<file path="config.mk">
export PLATFORM = sky130hd
export DESIGN_NAME = pipeline_hazard_ctrl_flat
export DESIGN_NICKNAME = d
export VERILOG_FILES = /design/src/rtl/pipe_ctrl_pkg.sv /design/src/rtl/pipeline_hazard_ctrl_if.sv /design/src/rtl/fwd_select.sv /design/src/rtl/pipeline_hazard_ctrl.sv /design/src/flat_wrapper.sv
export SDC_FILE = /design/constraint.sdc
export NUM_CORES = 1
export LEC_CHECK = 0
export ABC_CLOCK_PERIOD_IN_PS = 2000
export BUFFER_PORTS_ARGS = -buffer_cell sky130_fd_sc_hd__buf_2
export CAP_MARGIN = 20
export CORE_ASPECT_RATIO = 0.7
export CORE_MARGIN = 2
export CORE_UTILIZATION = 51
export DETAILED_ROUTE_END_ITERATION = 16
export PLACE_DENSITY_LB_ADDON = 0.05
export SKIP_CTS_REPAIR_TIMING = 1
export SLEW_MARGIN = 15
export SYNTH_ARGS = -nofsm -noshare
export SYNTH_HDL_FRONTEND = slang
export SYNTH_HIERARCHICAL = 1
export SYNTH_SLANG_ARGS = --single-unit
</file>
<file path="constraint.sdc">
create_clock -name clk -period 2 [get_ports clk]
set_input_delay 0.4 -clock clk [delete_from_list [all_inputs] [get_ports clk]]
set_output_delay 0.4 -clock clk [all_outputs]
set_load 0.005 [all_outputs]
</file>
<file path="src/rtl/pipe_ctrl_pkg.sv">
// Shared types and constants for the pipeline hazard / run-control block.
package pipe_ctrl_pkg;

    typedef enum logic [1:0] {
        RUN  = 2'd0,
        HALT = 2'd1,
        STEP = 2'd2
    } run_state_e;

    localparam logic [1:0] FWD_RF  = 2'b00;
    localparam logic [1:0] FWD_EX  = 2'b01;
    localparam logic [1:0] FWD_MEM = 2'b10;
    localparam logic [1:0] FWD_WB  = 2'b11;

    localparam logic [3:0] REG_PC = 4'd15;

endpackage

</file>
<file path="src/rtl/pipeline_hazard_ctrl_if.sv">
// Hazard-controller signal bundle: pipeline status in, stage control and counters out.
interface pipeline_hazard_ctrl_if #(
    parameter int CNT_W = 16
);
    logic [3:0]       id_rn, id_rm, id_rd;
    logic             id_use_rn, id_use_rm, id_use_rd;
    logic [3:0]       ex_rd;
    logic             ex_rf_enable, ex_load_instr;
    logic [3:0]       mem_rd;
    logic             mem_rf_enable;
    logic [3:0]       wb_rd;
    logic             wb_rf_enable;
    logic             ex_branch_taken, dm_busy, halt_req, step;
    logic             pc_enable, if_id_enable, id_ex_enable, ex_mem_enable, mem_wb_enable;
    logic             nop_sel, if_id_flush;
    logic [1:0]       fwd_rn, fwd_rm, fwd_rd;
    logic             halted;
    logic [CNT_W-1:0] stall_count, flush_count;

    modport master (
        output id_rn, id_rm, id_rd, id_use_rn, id_use_rm, id_use_rd,
               ex_rd, ex_rf_enable, ex_load_instr, mem_rd, mem_rf_enable,
               wb_rd, wb_rf_enable, ex_branch_taken, dm_busy, halt_req, step,
        input  pc_enable, if_id_enable, id_ex_enable, ex_mem_enable, mem_wb_enable,
               nop_sel, if_id_flush, fwd_rn, fwd_rm, fwd_rd, halted,
               stall_count, flush_count
    );

    modport slave (
        input  id_rn, id_rm, id_rd, id_use_rn, id_use_rm, id_use_rd,
               ex_rd, ex_rf_enable, ex_load_instr, mem_rd, mem_rf_enable,
               wb_rd, wb_rf_enable, ex_branch_taken, dm_busy, halt_req, step,
        output pc_enable, if_id_enable, id_ex_enable, ex_mem_enable, mem_wb_enable,
               nop_sel, if_id_flush, fwd_rn, fwd_rm, fwd_rd, halted,
               stall_count, flush_count
    );

endinterface

</file>
<file path="src/rtl/fwd_select.sv">
// Forwarding select for one ID source operand, youngest producer first.
module fwd_select
    import pipe_ctrl_pkg::*;
(
    input  logic [3:0] src,
    input  logic       use_src,
    input  logic [3:0] ex_rd,
    input  logic       ex_rf_enable,
    input  logic       ex_load_instr,
    input  logic [3:0] mem_rd,
    input  logic       mem_rf_enable,
    input  logic [3:0] wb_rd,
    input  logic       wb_rf_enable,
    output logic [1:0] sel
);

    // Loads in EX have no result yet, so they are never an EX bypass source
    always_comb begin
        sel = FWD_RF;
        if (!use_src || (src == REG_PC)) begin
            sel = FWD_RF;
        end else if (ex_rf_enable && !ex_load_instr && (ex_rd == src)) begin
            sel = FWD_EX;
        end else if (mem_rf_enable && (mem_rd == src)) begin
            sel = FWD_MEM;
        end else if (wb_rf_enable && (wb_rd == src)) begin
            sel = FWD_WB;
        end else begin
            sel = FWD_RF;
        end
    end

endmodule

</file>
<file path="src/rtl/pipeline_hazard_ctrl.sv">
// Five-stage pipeline hazard controller: stalls, flushes, freezes, forwarding,
// halt/single-step run control and saturating stall/flush counters.
module pipeline_hazard_ctrl
    import pipe_ctrl_pkg::*;
#(
    parameter int CNT_W = 16
) (
    input  logic                  clk,
    input  logic                  reset,
    pipeline_hazard_ctrl_if.slave bus
);

    run_state_e       state_r;
    logic             halted_r;
    logic [CNT_W-1:0] stall_count_r;
    logic [CNT_W-1:0] flush_count_r;
    logic             active_s;
    logic             load_use_s;
    logic             stall_inc_s;
    logic             flush_inc_s;
    logic [4:0]       enables_s;
    logic             nop_sel_s;
    logic             if_id_flush_s;

    function automatic logic [CNT_W-1:0] sat_inc(input logic [CNT_W-1:0] value);
        return (value == {CNT_W{1'b1}}) ? value : value + {{(CNT_W-1){1'b0}}, 1'b1};
    endfunction

    assign active_s   = (state_r != HALT);
    assign load_use_s = bus.ex_load_instr &&
                        ((bus.id_use_rn && (bus.id_rn == bus.ex_rd)) ||
                         (bus.id_use_rm && (bus.id_rm == bus.ex_rd)) ||
                         (bus.id_use_rd && (bus.id_rd == bus.ex_rd)));

    // Hazard priority: freeze, then branch flush, then load-use stall
    always_comb begin
        enables_s     = 5'b11111;
        nop_sel_s     = 1'b0;
        if_id_flush_s = 1'b0;
        stall_inc_s   = 1'b0;
        flush_inc_s   = 1'b0;
        if (!active_s) begin
            enables_s = 5'b00000;
        end else if (bus.dm_busy) begin
            enables_s   = 5'b00000;
            stall_inc_s = 1'b1;
        end else if (bus.ex_branch_taken) begin
            nop_sel_s     = 1'b1;
            if_id_flush_s = 1'b1;
            flush_inc_s   = 1'b1;
        end else if (load_use_s) begin
            enables_s   = 5'b00111;
            nop_sel_s   = 1'b1;
            stall_inc_s = 1'b1;
        end else begin
            enables_s = 5'b11111;
        end
    end

    // Run-control FSM; step wins over a dropped halt_req while halted
    always_ff @(posedge clk or negedge reset) begin
        if (!reset) begin
            state_r  <= RUN;
            halted_r <= 1'b0;
        end else begin
            case (state_r)
                RUN: begin
                    state_r  <= bus.halt_req ? HALT : RUN;
                    halted_r <= bus.halt_req;
                end
                HALT: begin
                    if (bus.step) begin
                        state_r  <= STEP;
                        halted_r <= 1'b0;
                    end else if (!bus.halt_req) begin
                        state_r  <= RUN;
                        halted_r <= 1'b0;
                    end else begin
                        state_r  <= HALT;
                        halted_r <= 1'b1;
                    end
                end
                STEP: begin
                    state_r  <= bus.halt_req ? HALT : RUN;
                    halted_r <= bus.halt_req;
                end
                default: begin
                    state_r  <= RUN;
                    halted_r <= 1'b0;
                end
            endcase
        end
    end

    // Saturating performance counters
    always_ff @(posedge clk or negedge reset) begin
        if (!reset) begin
            stall_count_r <= {CNT_W{1'b0}};
            flush_count_r <= {CNT_W{1'b0}};
        end else begin
            stall_count_r <= stall_inc_s ? sat_inc(stall_count_r) : stall_count_r;
            flush_count_r <= flush_inc_s ? sat_inc(flush_count_r) : flush_count_r;
        end
    end

    fwd_select u_fwd_rn (
        .src(bus.id_rn), .use_src(bus.id_use_rn),
        .ex_rd(bus.ex_rd), .ex_rf_enable(bus.ex_rf_enable), .ex_load_instr(bus.ex_load_instr),
        .mem_rd(bus.mem_rd), .mem_rf_enable(bus.mem_rf_enable),
        .wb_rd(bus.wb_rd), .wb_rf_enable(bus.wb_rf_enable),
        .sel(bus.fwd_rn)
    );

    fwd_select u_fwd_rm (
        .src(bus.id_rm), .use_src(bus.id_use_rm),
        .ex_rd(bus.ex_rd), .ex_rf_enable(bus.ex_rf_enable), .ex_load_instr(bus.ex_load_instr),
        .mem_rd(bus.mem_rd), .mem_rf_enable(bus.mem_rf_enable),
        .wb_rd(bus.wb_rd), .wb_rf_enable(bus.wb_rf_enable),
        .sel(bus.fwd_rm)
    );

    fwd_select u_fwd_rd (
        .src(bus.id_rd), .use_src(bus.id_use_rd),
        .ex_rd(bus.ex_rd), .ex_rf_enable(bus.ex_rf_enable), .ex_load_instr(bus.ex_load_instr),
        .mem_rd(bus.mem_rd), .mem_rf_enable(bus.mem_rf_enable),
        .wb_rd(bus.wb_rd), .wb_rf_enable(bus.wb_rf_enable),
        .sel(bus.fwd_rd)
    );

    assign bus.pc_enable     = enables_s[4];
    assign bus.if_id_enable  = enables_s[3];
    assign bus.id_ex_enable  = enables_s[2];
    assign bus.ex_mem_enable = enables_s[1];
    assign bus.mem_wb_enable = enables_s[0];
    assign bus.nop_sel       = nop_sel_s;
    assign bus.if_id_flush   = if_id_flush_s;
    assign bus.halted        = halted_r;
    assign bus.stall_count   = stall_count_r;
    assign bus.flush_count   = flush_count_r;

endmodule

</file>
<file path="src/flat_wrapper.sv">
// flat-port wrapper written by rule: the top's interface ports become plain ports
module pipeline_hazard_ctrl_flat import pipe_ctrl_pkg::*;
#(
    parameter int CNT_W = 16
)
  (clk, reset, bus_id_rn, bus_id_rm, bus_id_rd, bus_id_use_rn, bus_id_use_rm, bus_id_use_rd, bus_ex_rd, bus_ex_rf_enable, bus_ex_load_instr, bus_mem_rd, bus_mem_rf_enable, bus_wb_rd, bus_wb_rf_enable, bus_ex_branch_taken, bus_dm_busy, bus_halt_req, bus_step, bus_pc_enable, bus_if_id_enable, bus_id_ex_enable, bus_ex_mem_enable, bus_mem_wb_enable, bus_nop_sel, bus_if_id_flush, bus_fwd_rn, bus_fwd_rm, bus_fwd_rd, bus_halted, bus_stall_count, bus_flush_count);
  pipeline_hazard_ctrl_if #(.CNT_W(CNT_W)) bus_i ();
  input  logic clk;
  input  logic reset;
  input wire logic [$bits(bus_i.id_rn)-1:0] bus_id_rn;
  input wire logic [$bits(bus_i.id_rm)-1:0] bus_id_rm;
  input wire logic [$bits(bus_i.id_rd)-1:0] bus_id_rd;
  input wire logic [$bits(bus_i.id_use_rn)-1:0] bus_id_use_rn;
  input wire logic [$bits(bus_i.id_use_rm)-1:0] bus_id_use_rm;
  input wire logic [$bits(bus_i.id_use_rd)-1:0] bus_id_use_rd;
  input wire logic [$bits(bus_i.ex_rd)-1:0] bus_ex_rd;
  input wire logic [$bits(bus_i.ex_rf_enable)-1:0] bus_ex_rf_enable;
  input wire logic [$bits(bus_i.ex_load_instr)-1:0] bus_ex_load_instr;
  input wire logic [$bits(bus_i.mem_rd)-1:0] bus_mem_rd;
  input wire logic [$bits(bus_i.mem_rf_enable)-1:0] bus_mem_rf_enable;
  input wire logic [$bits(bus_i.wb_rd)-1:0] bus_wb_rd;
  input wire logic [$bits(bus_i.wb_rf_enable)-1:0] bus_wb_rf_enable;
  input wire logic [$bits(bus_i.ex_branch_taken)-1:0] bus_ex_branch_taken;
  input wire logic [$bits(bus_i.dm_busy)-1:0] bus_dm_busy;
  input wire logic [$bits(bus_i.halt_req)-1:0] bus_halt_req;
  input wire logic [$bits(bus_i.step)-1:0] bus_step;
  output wire logic [$bits(bus_i.pc_enable)-1:0] bus_pc_enable;
  output wire logic [$bits(bus_i.if_id_enable)-1:0] bus_if_id_enable;
  output wire logic [$bits(bus_i.id_ex_enable)-1:0] bus_id_ex_enable;
  output wire logic [$bits(bus_i.ex_mem_enable)-1:0] bus_ex_mem_enable;
  output wire logic [$bits(bus_i.mem_wb_enable)-1:0] bus_mem_wb_enable;
  output wire logic [$bits(bus_i.nop_sel)-1:0] bus_nop_sel;
  output wire logic [$bits(bus_i.if_id_flush)-1:0] bus_if_id_flush;
  output wire logic [$bits(bus_i.fwd_rn)-1:0] bus_fwd_rn;
  output wire logic [$bits(bus_i.fwd_rm)-1:0] bus_fwd_rm;
  output wire logic [$bits(bus_i.fwd_rd)-1:0] bus_fwd_rd;
  output wire logic [$bits(bus_i.halted)-1:0] bus_halted;
  output wire logic [$bits(bus_i.stall_count)-1:0] bus_stall_count;
  output wire logic [$bits(bus_i.flush_count)-1:0] bus_flush_count;
  assign bus_i.id_rn = bus_id_rn;
  assign bus_i.id_rm = bus_id_rm;
  assign bus_i.id_rd = bus_id_rd;
  assign bus_i.id_use_rn = bus_id_use_rn;
  assign bus_i.id_use_rm = bus_id_use_rm;
  assign bus_i.id_use_rd = bus_id_use_rd;
  assign bus_i.ex_rd = bus_ex_rd;
  assign bus_i.ex_rf_enable = bus_ex_rf_enable;
  assign bus_i.ex_load_instr = bus_ex_load_instr;
  assign bus_i.mem_rd = bus_mem_rd;
  assign bus_i.mem_rf_enable = bus_mem_rf_enable;
  assign bus_i.wb_rd = bus_wb_rd;
  assign bus_i.wb_rf_enable = bus_wb_rf_enable;
  assign bus_i.ex_branch_taken = bus_ex_branch_taken;
  assign bus_i.dm_busy = bus_dm_busy;
  assign bus_i.halt_req = bus_halt_req;
  assign bus_i.step = bus_step;
  assign bus_pc_enable = bus_i.pc_enable;
  assign bus_if_id_enable = bus_i.if_id_enable;
  assign bus_id_ex_enable = bus_i.id_ex_enable;
  assign bus_ex_mem_enable = bus_i.ex_mem_enable;
  assign bus_mem_wb_enable = bus_i.mem_wb_enable;
  assign bus_nop_sel = bus_i.nop_sel;
  assign bus_if_id_flush = bus_i.if_id_flush;
  assign bus_fwd_rn = bus_i.fwd_rn;
  assign bus_fwd_rm = bus_i.fwd_rm;
  assign bus_fwd_rd = bus_i.fwd_rd;
  assign bus_halted = bus_i.halted;
  assign bus_stall_count = bus_i.stall_count;
  assign bus_flush_count = bus_i.flush_count;
  pipeline_hazard_ctrl #(.CNT_W(CNT_W)) u_core (.clk(clk), .reset(reset), .bus(bus_i));
endmodule
</file>
**Word-level counts from Yosys, hierarchy flattened**

Cells that the tools add are included.

- $add $sub $neg: 2
- Eq/ne operators: 20
- Muxes and demuxes: 32
- Bitwise logic cells: 2
- Reduce and logical (&&, ||, !) cells: 27

Operator list:

| kind | number |
|---|---|
| $eq A4 B4 Y1 | 12 |
| $add A16 B1 Y16 const B | 2 |
| $eq A16 B16 Y1 const B | 2 |
| $mux W2 | 13 |
| $mux W5 | 4 |
| $logic_and A1 B1 Y1 | 14 |
| $mux W1 | 13 |
| $eq A4 B4 Y1 const B | 3 |
| $logic_or A1 B1 Y1 | 5 |
| $logic_not A1 Y1 | 4 |
| $pmux W2 S2 | 1 |
| $reduce_and A2 Y1 | 2 |
| $eq A2 B1 Y1 const B | 1 |
| $eq A2 B2 Y1 const B | 1 |
| $logic_not A2 Y1 | 1 |
| $ne A2 B1 Y1 const B | 1 |
| $not A1 Y1 | 2 |
| $pmux W1 S2 | 1 |
| $reduce_or A2 Y1 | 1 |

- Flip-flop bits (word level): 35
- Input bits: 37
- Output and inout port bits: 46

**Logic depth before layout (Yosys ltp)**

Gate-level depths: netlist of run 1.

- Word-level depth: 10
- Gate-level depth with buffers: 7

**By module**

Netlist of run 1, hierarchy kept.

Modules (own cells, without submodules):

| module | instances | cells each | area an instance (µm²) | sequential area each (µm²) |
|---|---|---|---|---|
| pipeline_hazard_ctrl | 1 | 182 | 1830.5 | 850.8 |
| fwd_select | 3 | 25 | 188.9 | 0.0 |

**Worst setup path before layout of run 1**

Ideal clock, no wire load.

- Path kind: register to register
- Start point: reg u_core.stall_count_r[0] (netlist: u_core/bus.stall_count[0])
- End point: reg u_core.stall_count_r[1] (netlist: u_core/bus.stall_count[1])
- Library setup time: 0.128 ns
- Arrival: 1.745 ns
- Required time: 1.872 ns
- Slack: 0.128 ns
- Cell stages (with the launch flop): 6
- Buffers on the path: 0
- Clock period less this slack: 1.872 ns
- Cell sequence: dfrtp_1 > ha_1 > nand3_2 > or4_4 > nand2b_1 > mux2_1

- Longest elaborated chain between the ends: 3

RTL lines:

| what | RTL line | source |
|---|---|---|
| start: declaration | pipeline_hazard_ctrl.sv:15 | `logic [CNT_W-1:0] stall_count_r;` |
| start signal: assignment | pipeline_hazard_ctrl.sv:98 | `stall_count_r <= {CNT_W{1'b0}};` |
| start signal: assignment | pipeline_hazard_ctrl.sv:101 | `stall_count_r <= stall_inc_s ? sat_inc(stall_count_r) : stall_count_r;` |
| branches (longest 3 deep; another with $add A16 B1 Y16) | n/a |  |

Several ways; the timed one is not identified.
A chain may end at the register's enable or synchronous reset.

**Final worst setup path of run 1**

- Start point: in bus_ex_rd[3]
- End point: out bus_fwd_rm[1]

- Longest elaborated chain between the ends: 4

RTL lines:

| what | RTL line | source |
|---|---|---|
| start: declaration | flat_wrapper.sv:16 | `input wire logic [$bits(bus_i.ex_rd)-1:0] bus_ex_rd;` |
| $eq A4 B4 Y1 | fwd_select.sv:22 | `end else if (ex_rf_enable && !ex_load_instr && (ex_rd == src)) begin` |
| $logic_and A1 B1 Y1 | fwd_select.sv:22 |  |
| $mux W2 | fwd_select.sv:22 |  |
| $mux W2 | fwd_select.sv:20 | `if (!use_src \|\| (src == REG_PC)) begin` |
| end: declaration | flat_wrapper.sv:35 | `output wire logic [$bits(bus_i.fwd_rm)-1:0] bus_fwd_rm;` |

Every way passes these cells.

==> results of run 1 <==
## metal layers
layer | up-vias | global-route usage, %
li1 | 1118 | -
met1 | 1068 | 35.4
met2 | 64 | 37.2
met3 | 4 | 5.63
met4 | 0 | 4.99
met5 | - | 0
## worst min path at each step
stage	cells past startpoint	start	to	slack (ns)
floorplan	0	reset	u_core/bus.flush_count[0]	0.10
global placement	1	u_core/bus.stall_count[11]	u_core/bus.stall_count[11]	0.47
detailed placement	1	u_core/bus.flush_count[6]	u_core/bus.flush_count[6]	0.48
CTS	1	reset	u_core/bus.stall_count[4]	0.22
global route	1	reset	u_core/bus.stall_count[9]	0.26
finish	1	reset	u_core/bus.stall_count[10]	0.18
## area by class of cell
cell class	count	area, um2	area share [%]
clock inverters	2	12.5	0.395
multi-input cells	212	1520	47.8
flip-flops and latches	34	851	26.8
repair buffers	109	613	19.3
well taps	55	68.8	2.17
clock buffers	6	82.6	2.61
inverters	7	26.3	0.829
## cell usage after synthesis (all sizes together), types with 2 or more instances
library cell and instances:
a21boi 3, a41oi 3, and2 3, and3 8, and4 2, buf 4
dfrtp 34, ha 2, inv 7, mux2 3, nand2 18, nand2b 3
nand3 17, nand4 8, nor2 18, nor2b 3, nor3 11, nor3b 4
nor4 10, o211ai 2, o21a 5, o21ai 8, xnor2 23, xor2 53
## flip-flops by register name, indices dropped and copies added, names as in the netlist
name	count
u_core/bus.flush_count	16
u_core/bus.stall_count	16
u_core/state_r	2
## power groups by stage
stage / Combinational [uW] / Clock (uW) / Sequential, uW
after floorplan: 313 / 0 / 956
after global placement: 672 / 0 / 939
after detailed placement: 680 / 0 / 946
after CTS: 685 / 546 / 934
after global routing: 770 / 578 / 959
final: 693 / 533 / 933
## through the flow
| stage | total power (uW) | std cells | setup slack (ns) | setup TNS (ns) |
|---|---|---|---|---|
| CTS | 2170 | 425 | 0.0347 | 0 |
| floorplan | 1270 | 257 | 0.128 | 0 |
| global placement | 1610 | 417 | -0.0121 | -0.0121 |
| finish | 2160 | 425 | 0.0408 | 0 |
| detailed placement | 1630 | 417 | -0.0347 | -0.0592 |
| global route | 2310 | 425 | 0.00438 | 0 |
## worst max-delay path, stage by stage
cell	delay [ns]
buf_2	0.14
buf_4	0.16
xor2_1	0.16
nor3_1	0.29
a21boi_0	0.15
o21a_1	0.14
buf_2	0.12
## placed cells by master, fill, tap and decap left out, types with 3 or more instances in the layout
| cell | synthesis | layout |
|---|---|---|
| nor4_1 | 6 | 6 |
| nand2_1 | 18 | 18 |
| and3_1 | 8 | 8 |
| nor3_2 | 1 | 4 |
| nor4_2 | 4 | 4 |
| nor3b_1 | 4 | 4 |
| nor2_1 | 18 | 18 |
| nand2b_1 | 3 | 3 |
| nand4_1 | 8 | 8 |
| and2_1 | 3 | 3 |
| buf_4 | 3 | 27 |
| xnor2_1 | 23 | 23 |
| nor3_1 | 10 | 7 |
| xor2_1 | 53 | 53 |
| nand3_1 | 16 | 16 |
| a21boi_0 | 3 | 3 |
| o21ai_0 | 5 | 4 |
| a41oi_1 | 3 | 3 |
| dfrtp_1 | 34 | 34 |
| o21a_1 | 5 | 5 |
| inv_1 | 7 | 7 |
| clkbuf_8 | 0 | 6 |
| buf_2 | 0 | 82 |
| o21ai_1 | 3 | 4 |
## cell families after synthesis
kind of cell             after synthesis
multiplexers                           3
adder cells (fa/ha/maj)                2
AND/OR/NAND/NOR                      106
XOR/XNOR                              76
flip-flops                            34
AO/OA/AOI/OAI                         25
buffers and inverters                 11
==> results.cfg, run 1 <==
[finish]
fin_area_mm2 = 0.00317
layout.nets = 408
drive_above_1_share_pct = 35.7
final_util_pct = 71.6
areaGrowthSynthToFinish_pct = 32.2
n_antenna_cell = 0
nFillCells = 371

[cts]
numCtsBuffers = 5
h-tree-depth = 2
cts.sinks = 34
tritoncts = done
cts_buffer_depth = 2
path_clk_slew_ns = 0.07
clock_latency_ns = 0.28
root_buffer = clkbuf_8

[floorplan]
io_pins = 83
die_h_um = 61.4
die_area_mm2 = 0.00527
start_util_pct = 54.1
die_x_um = 85.9
coreArea_mm2 = 0.00443
placementRows = 20

[sta]
whs_ns = 0.179
fmax_mhz = 510
drv_slew = 0
setup_violations = 0
finalCritPeriodShare_pct = 98.0
worstMarginPinSlew_ns = 0.766
finClkSkew_ns = 0.00599
fin_crit_ns = 1.96
finalHoldViolCount = 0
rsz0062_at_grt = false
relSlewSlack_pct = 48.9

[outcome]
outcome = complete, no violations

[drt]
wl_um = 6010
vias = 2254
highest_layer = met4
wl_met2_um = 2660
wl_met1_um = 2870
wl_per_cell_um = 14.1
wl_met3_um = 434
drcViolationCount = 0
vias_per_cell = 5.30
firstDrtPassIters = 4
antenna_left = 0
drt_iter0_drc = 114

[global_routing]
grt_pass1_vias = 2047
grt_max_degree = 35
overflow = 0
antenna_found_initial = 0
grt_use_total_pct = 24.2
grt_pass1_wl_um = 9850

[logic_synthesis]
synth_seq_area_share_pct = 35.5
synthTopCellsByArea = dfrtp_1 35%, xor2_1 19%, xnor2_1 8.4%
yosys.area_share.simple_pct = 24.5
ys.flop_type = dfrtp_1
synth_compound_area_share_pct = 7.25
synth_cells = 257
synthAdderAreaFrac_pct = 1.04
syn_area_mm2 = 0.00240
synth_edf_count = 0
synth_warnings = 6
muxShareOfSynthArea_pct = 1.41
syn_avg_cell_area_um2 = 9.33
async_reset_ff_share_pct = 100
synth_cell_type_count = 35
yosys.area.top_type = dfrtp_1
synthXorXnorAreaFrac_pct = 27.8
synth_top_area_share_pct = 35.5
syn-num-nets = 296
synth_top_family_by_area = XOR/XNOR gates
ys_seq_elements = 34

[power]
comb_power_share_pct = 32.1
p_seq_share_pct = 43.2
p_switching_uw = 727
power.density_mw_per_mm2 = 681
netSwitchingFraction_pct = 33.7
internal-power_uw = 1430
p_leak_uw = 0.00162
max-vdd-ir-drop_uv = 562
pwr-share-clk_pct = 24.7

[setup_path]
crit_required_ns = 1.60
worstRegToRegCells = 6
end_kind = output port
cp-start-kind = primary input
timing.rr.end = u_core/bus.stall_count[6]
rr_startpoint = u_core/bus.stall_count[11]
path_max_fanout = 4
endpoint = bus_fwd_rm[1]
critical_path_class = primary input to output port
crit_start = bus_ex_rd[3]
r2r_slack_ns = 0.17
arrival_ns = 1.56

[flow_run]
cap_violations = 0

[worst_hold_path]
hp-class = primary input to async pin

[placed_design]
dpl_cell_area_mm2 = 0.00305
io_buffers = 82
post-dp-hpwl_um = 4850
finalWeightedCongestion = 0.853
Power figures use the tool's default switching activity.
==> inputs of run 2 (changes only) <==
--- a/config.mk
+++ b/config.mk
@@ -5,12 +5,13 @@
 export SDC_FILE = /design/constraint.sdc
 export NUM_CORES = 1
 export LEC_CHECK = 0
+export ABC_AREA = 1
 export ABC_CLOCK_PERIOD_IN_PS = 2000
 export BUFFER_PORTS_ARGS = -buffer_cell sky130_fd_sc_hd__buf_2
 export CAP_MARGIN = 20
 export CORE_ASPECT_RATIO = 0.7
 export CORE_MARGIN = 2
-export CORE_UTILIZATION = 51
+export CORE_UTILIZATION = 53
 export DETAILED_ROUTE_END_ITERATION = 16
 export PLACE_DENSITY_LB_ADDON = 0.05
 export SKIP_CTS_REPAIR_TIMING = 1
==> run 2 against run 1 <==
  * Setup slack improved by 0.058 ns
  * Design area rose by 11%
  * Clock skew barely moved
  * Clock power fell by 9.4%
  * Core utilization fell by 5.7 points
  * Register-to-register slack improved by 0.02 ns
  * Routed wire length rose by 29%
  * Final cell count rose by 45%
  * Count of clock-buffer cells in the layout fell by 1
  * Synthesized cell count rose by 79%
  * Critical path type unchanged
  * Critical endpoint is now bus_pc_enable
==> results.cfg, run 2 <==
[logic_synthesis]
synth_seq_area_share_pct = 28.6
syn-num-nets = 499
synth_edf_count = 0
synthTopCellsByArea = dfrtp_1 29%, nand2_1 18%, inv_1 9.2%
synth_top_area_share_pct = 28.6
synth_cell_type_count = 35
synth_cells = 460
synth.most_common_cell = nand2_1
syn_avg_cell_area_um2 = 6.48
async_reset_ff_share_pct = 100
synth_warnings = 6
synth_common_cells = 144 x nand2_1, 73 x inv_1, 38 x nor2_1
ys.flop_type = dfrtp_1
syn_area_mm2 = 0.00298
ys_seq_elements = 34
yosys.area.top_type = dfrtp_1

[global_routing]
grt_use_total_pct = 25.8
overflow = 0
grt_max_degree = 35
top_usage_layer = met1
antenna_found_initial = 0
grt_pass1_vias = 2605
met3_usage_pct = 5.54
grt_pass1_wl_um = 12500
use_met2_pct = 35.6
use_met1_pct = 40.7

[drt]
drt_iter0_drc = 226
antenna_left = 0
vias_per_cell = 5.10
wl_um = 7730
vias = 3141
drcViolationCount = 0
firstDrtPassIters = 5
wl_per_cell_um = 12.5

[cts]
numCtsBuffers = 5
clock_latency_ns = 0.29
root_buffer = clkbuf_8
cts.sinks = 34
path_clk_slew_ns = 0.07
tritoncts = done
cts_buffer_depth = 2
h-tree-depth = 2

[setup_path]
rr_startpoint = u_core/bus.stall_count[1]
arrival_ns = 1.50
cp-start-kind = primary input
r2r_slack_ns = 0.19
path_max_fanout = 9
crit_start = bus_ex_rd[0]
end_kind = output port
crit_required_ns = 1.60
critical_path_class = primary input to output port

[power]
p_seq_share_pct = 44.1
p_leak_uw = 0.00203
pwr-share-clk_pct = 23.2
internal-power_uw = 1300
max-vdd-ir-drop_uv = 455
p_switching_uw = 778
netSwitchingFraction_pct = 37.3
comb_power_share_pct = 32.6
power.density_mw_per_mm2 = 592

[sta]
finalCritPeriodShare_pct = 95.1
worstMarginPinSlew_ns = 0.732
drv_slew = 0
fmax_mhz = 526
setup_violations = 0
finClkSkew_ns = 0.00609
finalHoldViolCount = 0
relSlewSlack_pct = 51.2
fin_crit_ns = 1.90
rsz0062_at_grt = false
fin_ws_ns = 0.0985
fin_tns_setup_ns = 0

[finish]
drive_above_1_share_pct = 23.7
multiInputGateArea_mm2 = 0.00175
seq_area_um2 = 851
nFillCells = 520
n_antenna_cell = 0
final_util_pct = 65.8
mostFrequentLayoutCells = 144 x nand2_1, 82 x buf_2, 73 x inv_1, 38 x nor2_1, 34 x dfrtp_1
layout.nets = 583
areaGrowthSynthToFinish_pct = 18.0
final_common_cell = nand2_1

[floorplan]
start_util_pct = 55.8
placementRows = 22
die_x_um = 93.6
die_area_mm2 = 0.00625
die_h_um = 66.7
io_pins = 83
coreArea_mm2 = 0.00534

[placed_design]
pre_cts_slack_ns = 0.106
io_buffers = 82
finalWeightedCongestion = 1.07
post-dp-hpwl_um = 6030

[worst_hold_path]
hp-class = primary input to async pin

[flow_run]
cap_violations = 0

[outcome]
outcome = complete, no violations
run 2: cell count changes in the layout (fill, tap and decap cells not counted), moves of 10 or more:
cell,change
nor2_1,+20
xor2_1,-34
inv_1,+66
nand3_1,+15
xnor2_1,-12
nand4_1,+10
buf_4,-24
nor2_2,+10
nand2_1,+126
run 2: layer usage:
metal | wire length [um] | share of wire [%] | vias to the layer above
met5 | 0 | 0 | -
met4 | 59 | 0.76 | 0
met3 | 645 | 8.3 | 7
met2 | 3110 | 40 | 136
met1 | 3910 | 51 | 1404
li1 | - | - | 1594
run 2: logic make-up (layout without fill, tap and decap cells):
group / after synthesis / in the layout / share of synthesized area (%)
AND/OR/NAND/NOR: 275 / 275 / 43.7
AO/OA/AOI/OAI: 29 / 29 / 5.46
XOR/XNOR: 30 / 30 / 8.82
adder cells (fa/ha/maj): 2 / 2 / 0.840
flip-flops: 34 / 34 / 28.6
buffers and inverters: 90 / 174 / 12.6
run 2: layout make-up:
type | instances | share of cell area [%]
Inverter | 82 | 8.83
Timing Repair Buffer | 85 | 12.3
Multi-Input combinational cell | 336 | 49.9
Clock buffer | 5 | 1.96
Sequential cell | 34 | 24.2
Tap cell | 72 | 2.56
Clock inverter | 2 | 0.285
run 2: through the flow:
stage | hold slack, ns | power, uW | std cells | cell area, um2
floorplan | 0.104 | 1310 | 460 | 2980
global placement | 0.485 | 1580 | 609 | 3440
detailed placement | 0.494 | 1600 | 609 | 3440
CTS | 0.209 | 2090 | 616 | 3520
global route | 0.227 | 2250 | 616 | 3520
finish | 0.170 | 2080 | 616 | 3520
run 2: critical path, stage by stage:
cell	delay [ns]
buf_2	0.19
inv_1	0.12
nand2_1	0.07
nand2_1	0.05
nor2_1	0.09
nand3_1	0.11
nand3_2	0.10
nand3_2	0.09
nand2_1	0.10
inv_1	0.05
buf_2	0.12
run 2: power groups by stage:
stage | combinational [uW] | clock, uW | sequential, uW
5_1_grt | 772 | 539 | 935
2_1_floorplan | 386 | 0 | 924
3_3_place_gp | 660 | 0 | 924
4_1_cts | 681 | 497 | 917
3_5_place_dp | 676 | 0 | 928
6_report | 679 | 483 | 919
run 2: final timing paths:
| kind | to | cells after the start |
|---|---|---|
| max reg2reg | u_core/bus.stall_count[3] | 10 |
| max | bus_pc_enable | 11 |
| min reg2reg | u_core/bus.flush_count[14] | 1 |
| max in group asynchronous | u_core/bus.stall_count[12] | 1 |
| min in group clk | u_core/state_r[1] | 3 |
| min | u_core/bus.flush_count[5] | 1 |
